--- src/rtl/bus_codec_pkg.sv ---
// Shared constants and types for the control-bus address codec pair.
// The decoder and this encoder both pull their default sizes from here.
package bus_codec_pkg;

    localparam int BUS_ADDR_WIDTH = 3;
    localparam int BUS_NUM_LINES  = 6;

    typedef enum logic {
        ENC_IDLE,
        ENC_GRANT
    } enc_state_t;

endpackage

--- src/rtl/req_addr_encoder_rr_pick.sv ---
// Round-robin picker: first set bit of pending at or above ptr, wrapping
// from num_lines-1 back to 0. Purely combinational.
module rr_pick
    import bus_codec_pkg::*;
#(
    parameter int addr_width = BUS_ADDR_WIDTH,
    parameter int num_lines  = BUS_NUM_LINES
) (
    input  logic [num_lines-1:0]  pending,
    input  logic [addr_width-1:0] ptr,
    output logic [addr_width-1:0] idx,
    output logic                  any
);

    // Scan from the farthest offset down to offset 0, so the nearest hit wins.
    always_comb begin
        int base;
        int c;
        idx  = '0;
        any  = 1'b0;
        base = (int'(ptr) < num_lines) ? int'(ptr) : 0;
        c    = 0;
        for (int k = num_lines - 1; k >= 0; k--) begin
            c = base + k;
            if (c >= num_lines) c = c - num_lines;
            if (pending[c]) begin
                idx = addr_width'(c);
                any = 1'b1;
            end
        end
    end

endmodule

--- src/rtl/req_addr_encoder.sv ---
// Round-robin request-to-address encoder. Rising edges on req become sticky
// pending bits; one winner at a time is presented as address + one-hot grant
// under a valid/ack handshake, with one idle cycle between grants.
module req_addr_encoder
    import bus_codec_pkg::*;
#(
    parameter int addr_width = BUS_ADDR_WIDTH,
    parameter int num_lines  = BUS_NUM_LINES
) (
    input  logic                  clk,
    input  logic                  reset_n,
    input  logic [num_lines-1:0]  req,
    input  logic                  ack,
    output logic [addr_width-1:0] address,
    output logic                  valid,
    output logic [num_lines-1:0]  grant,
    output logic [num_lines-1:0]  pending
);

    enc_state_t            state_q, state_d;
    logic [addr_width-1:0] address_q, address_d;
    logic                  valid_q, valid_d;
    logic [num_lines-1:0]  grant_q, grant_d;
    logic [num_lines-1:0]  pending_q, pending_d;
    logic [addr_width-1:0] ptr_q, ptr_d;
    logic [num_lines-1:0]  req_d_q, req_d_d;

    logic [num_lines-1:0]  rise;
    logic [num_lines-1:0]  clr;
    logic [addr_width-1:0] pick_idx;
    logic                  pick_any;

    // Selection looks only at registered pending, so a fresh rise waits a cycle.
    rr_pick #(
        .addr_width (addr_width),
        .num_lines  (num_lines)
    ) u_pick (
        .pending (pending_q),
        .ptr     (ptr_q),
        .idx     (pick_idx),
        .any     (pick_any)
    );

    // Next-state: edge detect, pending set/clear (set wins), grant FSM.
    always_comb begin
        rise      = req & ~req_d_q;
        req_d_d   = req;
        state_d   = state_q;
        address_d = address_q;
        valid_d   = valid_q;
        grant_d   = grant_q;
        ptr_d     = ptr_q;
        clr       = '0;
        case (state_q)
            ENC_IDLE: begin
                if (pick_any) begin
                    address_d = pick_idx;
                    for (int i = 0; i < num_lines; i++)
                        grant_d[i] = (pick_idx == addr_width'(i));
                    valid_d   = 1'b1;
                    state_d   = ENC_GRANT;
                end
            end
            ENC_GRANT: begin
                if (ack) begin
                    for (int i = 0; i < num_lines; i++)
                        clr[i] = (address_q == addr_width'(i));
                    ptr_d   = (int'(address_q) >= num_lines - 1) ? '0 : address_q + 1'b1;
                    valid_d = 1'b0;
                    grant_d = '0;
                    state_d = ENC_IDLE;
                end
            end
            default: state_d = ENC_IDLE;
        endcase
        pending_d = (pending_q & ~clr) | rise;
    end

    // State and output registers; reset discards everything in flight.
    always_ff @(posedge clk or negedge reset_n) begin
        if (!reset_n) begin
            state_q   <= ENC_IDLE;
            address_q <= '0;
            valid_q   <= 1'b0;
            grant_q   <= '0;
            pending_q <= '0;
            ptr_q     <= '0;
            req_d_q   <= '0;
        end else begin
            state_q   <= state_d;
            address_q <= address_d;
            valid_q   <= valid_d;
            grant_q   <= grant_d;
            pending_q <= pending_d;
            ptr_q     <= ptr_d;
            req_d_q   <= req_d_d;
        end
    end

    assign address = address_q;
    assign valid   = valid_q;
    assign grant   = grant_q;
    assign pending = pending_q;

    // The address field must be able to name every line.
    param_chk: assert property (@(posedge clk) (2 ** addr_width) >= num_lines);

endmodule

--- config.mk ---
export PLATFORM = sky130hd
export DESIGN_NAME = req_addr_encoder
export DESIGN_NICKNAME = d
export VERILOG_FILES = /design/src/rtl/bus_codec_pkg.sv /design/src/rtl/req_addr_encoder_rr_pick.sv /design/src/rtl/req_addr_encoder.sv
export SDC_FILE = /design/constraint.sdc
export NUM_CORES = 1
export LEC_CHECK = 0
export BUFFER_PORTS_ARGS = -buffer_cell sky130_fd_sc_hd__buf_4
export CAP_MARGIN = 20
export CORE_MARGIN = 2
export CORE_UTILIZATION = 60
export CTS_BUF_LIST = sky130_fd_sc_hd__clkbuf_8
export CTS_CLUSTER_DIAMETER = 40
export DETAILED_ROUTE_END_ITERATION = 7
export MAX_ROUTING_LAYER = met4
export PLACE_DENSITY = 0.85
export RECOVER_POWER = 100
export SETUP_SLACK_MARGIN = 0.4
export SYNTH_ARGS = -nofsm -noshare
export SYNTH_HDL_FRONTEND = slang
export SYNTH_SLANG_ARGS = --single-unit
--- constraint.sdc ---
create_clock -name clk -period 7.1 [get_ports clk]
set_input_delay 1.065 -clock clk [delete_from_list [all_inputs] [get_ports clk]]
set_output_delay 1.065 -clock clk [all_outputs]
set_load 0.01 [all_outputs]
==> metrics.md <==
| Metric | Value |
|---|---|
| Area leader, netlist | dfrtp_1 |
| Clk buf depth | 2 |
| Number of diodes | 0 |
| CTS Hold Bufs | 0 |
| Syn_area_per_cell | 8.91 µm² |
| Initial DRC count | between 150 and 200 |
| Routed via count | approximately 1700 |
| Drc violations | 0 |
| Launch point of the worst path | ptr_q[1] |
| Worst min path class | register to register |
| Mapped cell area | a little under 0.002 mm² |
| H-tree depth | 1 |
| FF-to-FF path depth | 12 |
| Clock latency on the worst-skew pair | roughly 0.27 ns |
| Adder-cell share of the synthesized area | 0.0806 |
| Pins over their slew limit | 0 |
| Gr ovfl total | 0 |
| CTS resizes | 0 |
| Status | finished, final reports clean |
| Total Power | 1.16 mW |
| Sw Ratio | 0.510 |
| Mux cell area share after synthesis | 0.0661 |
| Core footprint | 0.00310 mm² |
| Die area | 0.00379 mm² |
| Clk_skew | between 0.003 and 0.004 ns |
| Primary FF master, synth | dfrtp_1 |
| Root buffer cell | clkbuf_8 |
| Final period util | 0.626 |
| RSZ-0062 raised after global routing | false |
| Nets | about 270 |
| CTS Buf Count | 3 |
| Register area share after synthesis | 0.327 |
| Flop pwr share | 0.213 |
| Routability cong. | slightly below 1 |
| Antenna Nets Post-Route | 0 |
| Yosys top cell area share | 0.327 |
| Synth Area in Simple Gates | 0.188 |
| Die H | between 60 and 70 µm |
| Vias in the first global route | between 1500 and 2000 |
| DRT Wirelength | around 4700 µm |
| Crit path DAT | roughly 4.7 ns |
| GR Util All Layers | 0.296 |
| CTS tree | done |
| Slew @ Worst Pin | 1.29 ns |
| Placed cell count | approximately 280 |
| Dpl hpwl | between 3000 and 4000 µm |
| Routed len/inst | between 15 and 20 µm |
| Syn Nets | around 240 |
| Setup crit end kind | register |
| Final Hold Fails | 0 |
| Final setup violation count | 0 |
| Largest family of logic cells by synthesized area | compound AO/OA/AOI/OAI gates |
| P per Cell Area | between 500 and 600 mW/mm² |
| Switch Pwr | 591 µW |
| First-pass GRT wire length | between 7000 and 8000 µm |
| Clock transition at the registers of the reported paths | about 0.090 ns |
| Crit path kind | register to register |
| Max Cap Viol | 0 |
| Largest fanout on the critical path | 12 |
| Hold path endpoint | pending[5] |
| Postcts setup bufs | 0 |
| Die width | ~62 µm |
| Largest net degree at the start of global routing | 27 |
| HP Start | req_d_q[5] |
| Ys async rst share | 1.00 |
| Clock power frac | 0.105 |
| Fmax | 0.225 GHz |
| Share of cells above drive strength 1 | 0.0782 |
| Worst r2r src | ptr_q[1] |
| Worst hold stages | 1 |
| Top post-synthesis cells by area | dfrtp_1 33%, ha_1 7.6%, nand2_1 4.3% |
| Post-synth EDFFs | 0 |
| Initial Utilization | 0.640 |
| Comb pwr share | 0.682 |
| Xor and xnor fraction of the mapped netlist area | 0.00882 |
| Rows | 20 |
| Max IR drop VDD | approximately 0.00026 V |
| Synth Area in Compound Gates | 0.263 |
| Slew HR | 0.141 |
| Port Buffer Count | 24 |
| 1st-pass router iterations | 4 |
| Synth Warn # | 0 |
| Reg2reg end | grant[3] |
| TNS Setup | 0 ns |
| Register bit count reported by yosys | 26 |
| P&R area growth vs syn | 8.63% |
| CTS Sinks | 26 |
| FF-to-FF setup slack | about 2.7 ns |
| Antenna violations before repair | 0 |
| Post-layout min period | 4.44 ns |
| Leak Pwr | 0.958 nW |
| WP data required | ~7.3 ns |
| Final Non-Filler Cells | between 200 and 300 |
| Vias per std cell | roughly 6.1 |
| Int Pwr | 569 µW |
| Distinct cells, synth | slightly below 60 |
| IO Pins | 25 |
| Critical path startpoint category | register |
| Syn Inst Count | roughly 220 |
-- worst max-delay path, stage by stage, from the launching register on --
cell and delay [ns]:
dfrtp_1 0.49, ha_1 0.27, nand2b_1 0.44, inv_1 0.36, ha_1 0.60, ha_1 0.31, nor2b_1 0.11, a221o_1 0.20
or3_1 0.17, a21bo_1 0.29, o31ai_1 0.56, and2_0 0.39, a22o_1 0.19
-- Yosys cell counts, types with 2 or more instances --
cell,number
nor2b_1,6
a221o_1,2
and3b_1,3
a211o_1,2
nand3_1,4
o2bb2ai_1,2
nor2_1,10
buf_2,2
or3_1,2
a21o_1,2
nor3_1,8
mux2i_2,2
ha_1,12
buf_6,2
a21boi_0,3
nand4_1,3
and2_1,3
nand2_1,23
a21oi_1,8
mux2i_1,7
o21ai_0,16
a211oi_1,7
dfrtp_1,26
inv_1,20
nor4_1,2
o31ai_1,3
clkbuf_1,3
a22o_1,5
o211ai_1,6
-- flip-flops by register name (all words and copies together) (netlist names) --
name     count
pending      6
ptr_q        3
grant        6
state_q      1
address      3
req_d_q      6
valid        1
-- final cells by class --
| cell class | instances | area, µm² |
|---|---|---|
| Sequential cell | 26 | 651 |
| Clock buffer | 3 | 41.3 |
| Tap cell | 44 | 55.1 |
| Fill cell | 264 | 945 |
| Multi-Input combinational cell | 168 | 1190 |
| Inverter | 21 | 78.8 |
| Clock inverter | 1 | 30.0 |
| Timing Repair Buffer | 24 | 113 |
-- through the flow --
stage	setup WS, ns	util	cell area, µm²	hold slack [ns]
finish	2.66	0.696	2160	0.420
global route	2.32	0.696	2160	0.460
CTS	3.16	0.723	2240	0.423
detailed placement	3.20	0.700	2170	0.411
global placement	3.37	0.700	2170	0.402
floorplan	3.77	-	1990	0.400
-- how the worst max path moves through the flow --
stage          endpoint  cells past startpoint  slack, ns
2_1_floorplan  grant[2]                     14       3.77
3_3_place_gp   grant[3]                     13       3.37
3_5_place_dp   grant[2]                     13       3.20
4_1_cts        grant[3]                     13       3.16
5_1_grt        grant[4]                     12       2.32
6_report       grant[3]                     12       2.66
-- power groups by stage --
| stage | registers [mW] | clock network, mW | logic, mW |
|---|---|---|---|
| 6_report | 0.247 | 0.121 | 0.792 |
| 3_3_place_gp | 0.247 | 0 | 0.809 |
| 5_1_grt | 0.255 | 0.129 | 0.871 |
| 2_1_floorplan | 0.247 | 0 | 0.619 |
| 3_5_place_dp | 0.248 | 0 | 0.808 |
| 4_1_cts | 0.247 | 0.121 | 0.819 |
-- logic make-up after synthesis --
family,count (synthesis)
AO/OA/AOI/OAI,71
AND/OR/NAND/NOR,71
buffers and inverters,29
flip-flops,26
adder cells (fa/ha/maj),13
multiplexers,11
XOR/XNOR,2
-- placed cells by master (no fill, tap or decap), types with 2 or more instances in the layout --
master     count
a211o_1        2
a211oi_1       7
a21boi_0       3
a21o_1         2
a21oi_1        8
a221o_1        2
a22o_1         5
and2_1         2
and3b_1        3
clkbuf_1      18
clkbuf_4       6
clkbuf_8       3
dfrtp_1       26
ha_1          12
inv_1         21
mux2i_1        7
mux2i_2        2
nand2_1       23
nand3_1        4
nand4_1        3
nor2_1        10
nor2b_1        6
nor3_1         8
nor4_1         2
o211ai_1       6
o21ai_0       16
o2bb2ai_1      2
o311ai_0       2
o31ai_1        4
or3_1          2
-- routing by layer --
metal | routed length (µm) | share of wire | up-vias | track usage
met5 | 0 | 0 | - | -
met4 | 78 | 0.017 | 0 | 0.103
met3 | 209 | 0.045 | 9 | 0.0336
met2 | 2280 | 0.49 | 62 | 0.463
met1 | 2120 | 0.45 | 809 | 0.400
li1 | - | - | 864 | -
Note: power is estimated with default switching activity, not from simulation.
